## src/rtl/load_pkg.sv

```systemverilog
// Shared encodings for the load alignment unit: access sizes and FSM states.
`default_nettype none

package load_pkg;

    localparam logic [1:0] SZ_B = 2'd0;
    localparam logic [1:0] SZ_H = 2'd1;
    localparam logic [1:0] SZ_W = 2'd2;
    localparam logic [1:0] SZ_D = 2'd3;

    typedef enum logic [2:0] {
        ST_IDLE  = 3'd0,
        ST_REQ0  = 3'd1,
        ST_WAIT0 = 3'd2,
        ST_REQ1  = 3'd3,
        ST_WAIT1 = 3'd4,
        ST_RESP  = 3'd5
    } state_e;

endpackage

`default_nettype wire

```

## src/rtl/load_extract.sv

```systemverilog
// Selects the addressed bytes from a two-word window and sign/zero-extends them.
`default_nettype none

module load_extract
    import load_pkg::*;
#(
    parameter int XLEN = 32
) (
    input  logic [2*XLEN-1:0]         pair_i,
    input  logic [$clog2(XLEN/8)-1:0] offset_i,
    input  logic [1:0]                size_i,
    input  logic                      unsigned_i,
    output logic [XLEN-1:0]           data_o
);

    logic [XLEN-1:0] w_low;
    logic [XLEN-1:0] w_mask;
    logic            w_sign;

    assign w_low = XLEN'(pair_i >> {offset_i, 3'b000});

    // A full-width access leaves ~mask at zero, so unsigned_i has no effect there.
    always_comb begin
        w_mask = '1;
        w_sign = w_low[XLEN-1];
        case (size_i)
            SZ_B: begin
                w_mask = XLEN'(8'hFF);
                w_sign = w_low[7];
            end
            SZ_H: begin
                w_mask = XLEN'(16'hFFFF);
                w_sign = w_low[15];
            end
            SZ_W: begin
                w_mask = XLEN'(32'hFFFF_FFFF);
                w_sign = w_low[31];
            end
            default: begin
                w_mask = '1;
                w_sign = w_low[XLEN-1];
            end
        endcase
    end

    assign data_o = (w_low & w_mask) | ((w_sign && !unsigned_i) ? ~w_mask : '0);

endmodule

`default_nettype wire

```

## src/rtl/load_align_unit.sv

```systemverilog
// Single-outstanding load unit: aligned word fetches, optional two-beat split
// for word-crossing loads, and extended writeback with a ready/valid handshake.
`default_nettype none

module load_align_unit
    import load_pkg::*;
#(
    parameter int XLEN             = 32,
    parameter bit ALLOW_MISALIGNED = 1'b1
) (
    input  logic            clk,
    input  logic            rst,
    input  logic            req_valid,
    output logic            req_ready,
    input  logic [XLEN-1:0] req_addr,
    input  logic [1:0]      req_size,
    input  logic            req_unsigned,
    input  logic [4:0]      req_rd,
    output logic            mem_req_valid,
    input  logic            mem_req_ready,
    output logic [XLEN-1:0] mem_addr,
    input  logic            mem_resp_valid,
    input  logic [XLEN-1:0] mem_resp_data,
    output logic            wb_valid,
    output logic [XLEN-1:0] wb_data,
    output logic [4:0]      wb_rd,
    output logic            wb_err,
    input  logic            wb_ready
);

    localparam int NBYTES = XLEN / 8;
    localparam int OFF_W  = $clog2(NBYTES);

    if (XLEN != 32 && XLEN != 64) begin : g_xlen_check
        $error("load_align_unit: XLEN must be 32 or 64");
    end

    state_e            state_q, state_d;
    logic [OFF_W-1:0]  off_q, off_d;
    logic [1:0]        size_q, size_d;
    logic              uns_q, uns_d;
    logic [4:0]        rd_q, rd_d;
    logic              cross_q, cross_d;
    logic [XLEN-1:0]   lo_q, lo_d;
    logic [XLEN-1:0]   hi_q, hi_d;
    logic [XLEN-1:0]   mem_addr_q, mem_addr_d;
    logic [XLEN-1:0]   wb_data_q, wb_data_d;
    logic              wb_err_q, wb_err_d;

    logic [OFF_W-1:0]  w_req_off;
    logic [4:0]        w_req_end;
    logic              w_req_cross;
    logic              w_req_illegal;
    logic [XLEN-1:0]   w_ext_lo;
    logic [XLEN-1:0]   w_ext_hi;
    logic [XLEN-1:0]   w_ext_data;

    assign w_req_off     = req_addr[OFF_W-1:0];
    assign w_req_end     = 5'(w_req_off) + (5'd1 << req_size);
    assign w_req_cross   = w_req_end > 5'(NBYTES);
    assign w_req_illegal = (req_size == SZ_D && XLEN == 32) || (w_req_cross && !ALLOW_MISALIGNED);

    // Bypass the arriving beat so the result is ready in the same cycle it lands.
    assign w_ext_lo = (state_q == ST_WAIT0) ? mem_resp_data : lo_q;
    assign w_ext_hi = (state_q == ST_WAIT1) ? mem_resp_data : hi_q;

    load_extract #(
        .XLEN (XLEN)
    ) u_extract (
        .pair_i     ({w_ext_hi, w_ext_lo}),
        .offset_i   (off_q),
        .size_i     (size_q),
        .unsigned_i (uns_q),
        .data_o     (w_ext_data)
    );

    always_comb begin
        state_d    = state_q;
        off_d      = off_q;
        size_d     = size_q;
        uns_d      = uns_q;
        rd_d       = rd_q;
        cross_d    = cross_q;
        lo_d       = lo_q;
        hi_d       = hi_q;
        mem_addr_d = mem_addr_q;
        wb_data_d  = wb_data_q;
        wb_err_d   = wb_err_q;
        case (state_q)
            ST_IDLE: begin
                if (req_valid) begin
                    off_d   = w_req_off;
                    size_d  = req_size;
                    uns_d   = req_unsigned;
                    rd_d    = req_rd;
                    cross_d = w_req_cross;
                    if (w_req_illegal) begin
                        wb_data_d = '0;
                        wb_err_d  = 1'b1;
                        state_d   = ST_RESP;
                    end else begin
                        wb_err_d   = 1'b0;
                        mem_addr_d = {req_addr[XLEN-1:OFF_W], {OFF_W{1'b0}}};
                        state_d    = ST_REQ0;
                    end
                end
            end
            ST_REQ0: begin
                if (mem_req_ready) state_d = ST_WAIT0;
            end
            ST_WAIT0: begin
                if (mem_resp_valid) begin
                    lo_d = mem_resp_data;
                    if (cross_q) begin
                        mem_addr_d = mem_addr_q + XLEN'(NBYTES);
                        state_d    = ST_REQ1;
                    end else begin
                        wb_data_d = w_ext_data;
                        state_d   = ST_RESP;
                    end
                end
            end
            ST_REQ1: begin
                if (mem_req_ready) state_d = ST_WAIT1;
            end
            ST_WAIT1: begin
                if (mem_resp_valid) begin
                    hi_d      = mem_resp_data;
                    wb_data_d = w_ext_data;
                    state_d   = ST_RESP;
                end
            end
            ST_RESP: begin
                if (wb_ready) state_d = ST_IDLE;
            end
            default: state_d = ST_IDLE;
        endcase
    end

    always_ff @(posedge clk or posedge rst) begin
        if (rst) begin
            state_q    <= ST_IDLE;
            off_q      <= '0;
            size_q     <= '0;
            uns_q      <= 1'b0;
            rd_q       <= '0;
            cross_q    <= 1'b0;
            lo_q       <= '0;
            hi_q       <= '0;
            mem_addr_q <= '0;
            wb_data_q  <= '0;
            wb_err_q   <= 1'b0;
        end else begin
            state_q    <= state_d;
            off_q      <= off_d;
            size_q     <= size_d;
            uns_q      <= uns_d;
            rd_q       <= rd_d;
            cross_q    <= cross_d;
            lo_q       <= lo_d;
            hi_q       <= hi_d;
            mem_addr_q <= mem_addr_d;
            wb_data_q  <= wb_data_d;
            wb_err_q   <= wb_err_d;
        end
    end

    assign req_ready     = (state_q == ST_IDLE);
    assign mem_req_valid = (state_q == ST_REQ0) || (state_q == ST_REQ1);
    assign mem_addr      = mem_addr_q;
    assign wb_valid      = (state_q == ST_RESP);
    assign wb_data       = wb_data_q;
    assign wb_rd         = rd_q;
    assign wb_err        = wb_err_q;

endmodule

`default_nettype wire

```

## config.mk

```make
export PLATFORM = sky130hd
export DESIGN_NAME = load_align_unit
export DESIGN_NICKNAME = d
export VERILOG_FILES = /design/src/rtl/load_pkg.sv /design/src/rtl/load_extract.sv /design/src/rtl/load_align_unit.sv
export SDC_FILE = /design/constraint.sdc
export NUM_CORES = 1
export LEC_CHECK = 0
export CAP_MARGIN = 25
export CORE_MARGIN = 2
export CORE_UTILIZATION = 40
export DETAILED_ROUTE_END_ITERATION = 16
export GPL_TIMING_DRIVEN = 0
export PLACE_DENSITY = 0.69
export SLEW_MARGIN = 25
export SYNTH_ARGS = -nofsm -noshare
export SYNTH_HDL_FRONTEND = slang
export SYNTH_SLANG_ARGS = --single-unit
```

## constraint.sdc

```tcl
create_clock -name clk -period 4.4 [get_ports clk]
set_input_delay 0.66 -clock clk [delete_from_list [all_inputs] [get_ports clk]]
set_output_delay 0.66 -clock clk [all_outputs]
set_load 0.03 [all_outputs]
```

==> flow_summary.json <==
{
  "status": "finished, final reports clean",
  "hpwl_um": 16760,
  "cell_internal_pwr_w": 0.004333,
  "synth_area_mm2": 0.007787,
  "clkPwrFrac_pct": 20.8,
  "cts_tree": "done",
  "port_buffers": 148,
  "grt_max_degree": 93,
  "drt_iter0_markers": 450,
  "arrival_ns": 2.20,
  "num_vias": 6732,
  "fin_util_pct": 53.27,
  "route.detailed.drc": 0,
  "wl_per_cell_um": 19.29,
  "fillers": 1736,
  "cts_buffers": 17,
  "rrSetupSlack_ns": 1.86,
  "place_congestion": 0.8985,
  "cap_violations": 0,
  "power.density_mw_per_mm2": 711.6,
  "finalCriticalPeriod_ns": 2.860,
  "ys_types": 67,
  "clk_pin_slew_ns": 0.06,
  "reg2reg_depth": 7,
  "start_util_pct": 40.41,
  "cp.required_ns": 3.74,
  "h-tree-depth": 4,
  "detailedPlace.worstSlack_ns": 1.156,
  "endpoint": "wb_valid",
  "setup_viol": 0,
  "grt_pass1_wl_um": 35490,
  "chipWidth_um": 143.5,
  "final_cells": 1173,
  "start_kind": "register",
  "cts_buffer_depth": 2,
  "p_comb_share_pct": 48.6,
  "cp_max_fo": 10,
  "nets": 977,
  "synth_edf_count": 0,
  "fmax_mhz": 349.6,
  "fin_ws_ns": 1.540,
  "num_antenna_cells": 0,
  "ys.flop_type": "dfrtp_1",
  "reg2reg_to": "wb_data[11]$_DFFE_PP0P_",
  "tightest_slew_ns": 0.9506,
  "dp.cells": 1141,
  "cts_num_sinks": 133,
  "finalInstanceArea_mm2": 0.01027,
  "fp.coreArea_mm2": 0.01927,
  "hold_violations": 0,
  "grt.overflow.total": 0,
  "final_common_cell": "clkdlybuf4s50_1",
  "yosys_warnings": 0,
  "cts_root_buf": "clkbuf_16",
  "grt_usage_pct": 22.35,
  "rsz0062_at_grt": "no",
  "power_frac_seq_pct": 30.5,
  "critPathKind": "register to primary output",
  "irDropWorstVdd_uv": 339.2,
  "cts-resized-gates": 0,
  "place_area_mm2": 0.009639,
  "post-route-period-util_pct": 65.01,
  "die_area_mm2": 0.02060,
  "syn2layout_area_growth_pct": 31.83,
  "io_pins": 151,
  "row_count": 51,
  "cp-startpoint": "state_q[1]$_DFFE_PP0P_",
  "async_flop_share_pct": 100.0,
  "wl_um": 22620,
  "static-leakage-power_nw": 4.314,
  "insertion_delay_ns": 0.43,
  "drv_slew": 0,
  "r2r-start": "state_q[1]$_DFFE_PP0P_",
  "final_cell_mix": "148 x clkdlybuf4s50_1, 133 x dfrtp_1, 74 x nand2_1",
  "crit_path_end_kind": "primary output",
  "switching_share_pct": 40.70,
  "syn_area_per_cell_um2": 10.73,
  "p_switching_w": 0.002973,
  "drive_gt1_share_pct": 18.17,
  "first_pass_iters": 6,
  "antenna_found_initial": 0,
  "hold_buffers": 0,
  "die_h_um": 143.5,
  "ant_nets": 0,
  "finClkSkew_ns": 0.01621,
  "ys_seq_area_share_pct": 42.74,
  "ys_ff_latch": 133,
  "grt_pass1_vias": 6434,
  "synthCells": 726,
  "post-cts-setup-buffer-count": 0,
  "slew_headroom_pct": 36.49,
  "hp-class": "register to register",
  "viasPerCell": 5.739
}
-- Yosys cell counts (all sizes together) (4+ instances only) --
library cell	number	area share, %
a32oi	6	0.67
nand3	14	0.90
a211oi	11	1.1
nand2	74	3.6
mux2	61	8.9
mux2i	61	7.9
a21oi	29	1.9
buf	33	2.6
o21ai	46	3.0
a221oi	14	1.7
and2	9	0.72
a22oi	4	0.39
nor3	17	1.2
mux4	23	6.7
o211ai	8	1.2
dfrtp	133	43
o22a	5	0.56
nor2	29	1.4
nor2b	19	1.5
o22ai	11	0.88
a31oi	6	0.67
a2bb2oi	8	0.90
inv	11	0.53
clkbuf	27	1.3
nand4	11	1.1
and3	7	0.56
and4	6	0.67
nor3b	5	0.55
o32ai	4	0.45
-- routing by layer --
layer  routed length (um)  up-vias  track usage, %
met4                  452        0           7.740
li1                     -     3073               -
met5                    0        -               0
met1                10010     3288           31.63
met2                10310      336           34.64
met3                 1852       35           3.965
-- cells by family after synthesis --
family | synth area share, %
AO/OA/AOI/OAI | 15.50
XOR/XNOR | 0.1125
adder cells (fa/ha/maj) | 0.7391
buffers and inverters | 4.467
flip-flops | 42.74
multiplexers | 23.41
other | 0.04815
AND/OR/NAND/NOR | 12.98
-- power groups by stage --
stage | logic, W | clock network (W) | registers [W]
CTS | 0.00355 | 0.00155 | 0.00222
global route | 0.00381 | 0.00160 | 0.00229
global placement | 0.00349 | 0 | 0.00223
detailed placement | 0.00354 | 0 | 0.00224
floorplan | 0.00196 | 0 | 0.00260
finish | 0.00355 | 0.00152 | 0.00223
-- worst min path at each step --
stage                         startpoint                   end  slack (ns)  cells past startpoint
floorplan           hi_q[20]$_DFFE_PP0P_  hi_q[20]$_DFFE_PP0P_        0.48                      1
global placement    wb_rd[1]$_DFFE_PP0P_  wb_rd[1]$_DFFE_PP0P_        0.46                      2
detailed placement  wb_rd[2]$_DFFE_PP0P_  wb_rd[2]$_DFFE_PP0P_        0.47                      2
CTS                 wb_rd[2]$_DFFE_PP0P_  wb_rd[2]$_DFFE_PP0P_        0.48                      2
global route        wb_rd[2]$_DFFE_PP0P_  wb_rd[2]$_DFFE_PP0P_        0.50                      2
finish              wb_rd[2]$_DFFE_PP0P_  wb_rd[2]$_DFFE_PP0P_        0.48                      2
-- through the flow --
step,hold WS (ns),total power (W),setup TNS (ns)
finish,0.4778,0.007306,0
detailed placement,0.4654,0.005773,0
CTS,0.4803,0.007319,0
global placement,0.4625,0.005717,-263.21
floorplan,0.4751,0.004562,0
global route,0.4991,0.007706,0
-- area by class of cell --
class                           count  area [um2]  share of cell area, %
Timing Repair Buffer              149        1509                  14.70
Buffer                             60       306.5                  2.986
Clock inverter                     14       187.7                  1.828
Tap cell                          265       331.6                  3.230
Clock buffer                       18       439.2                  4.278
Multi-Input combinational cell    523        4115                  40.09
Sequential cell                   133        3328                  32.42
Inverter                           11       48.80                 0.4753
-- critical path, cell delays in order, from the launching register on --
cell	delay (ns)
dfrtp_1	0.39
buf_4	0.17
nor2b_1	0.37
and2_1	0.19
clkdlybuf4s50_1	0.66
-- registers in the layout (all words and copies together), names as in the netlist --
| signal | cells |
|---|---|
| lo_q | 32 |
| wb_data | 32 |
| mem_addr | 30 |
| hi_q | 24 |
| wb_rd | 5 |
| state_q | 3 |
| off_q | 2 |
| size_q | 2 |
| cross_q | 1 |
| uns_q | 1 |
| wb_err | 1 |
Note: power is estimated with default switching activity, not from simulation.
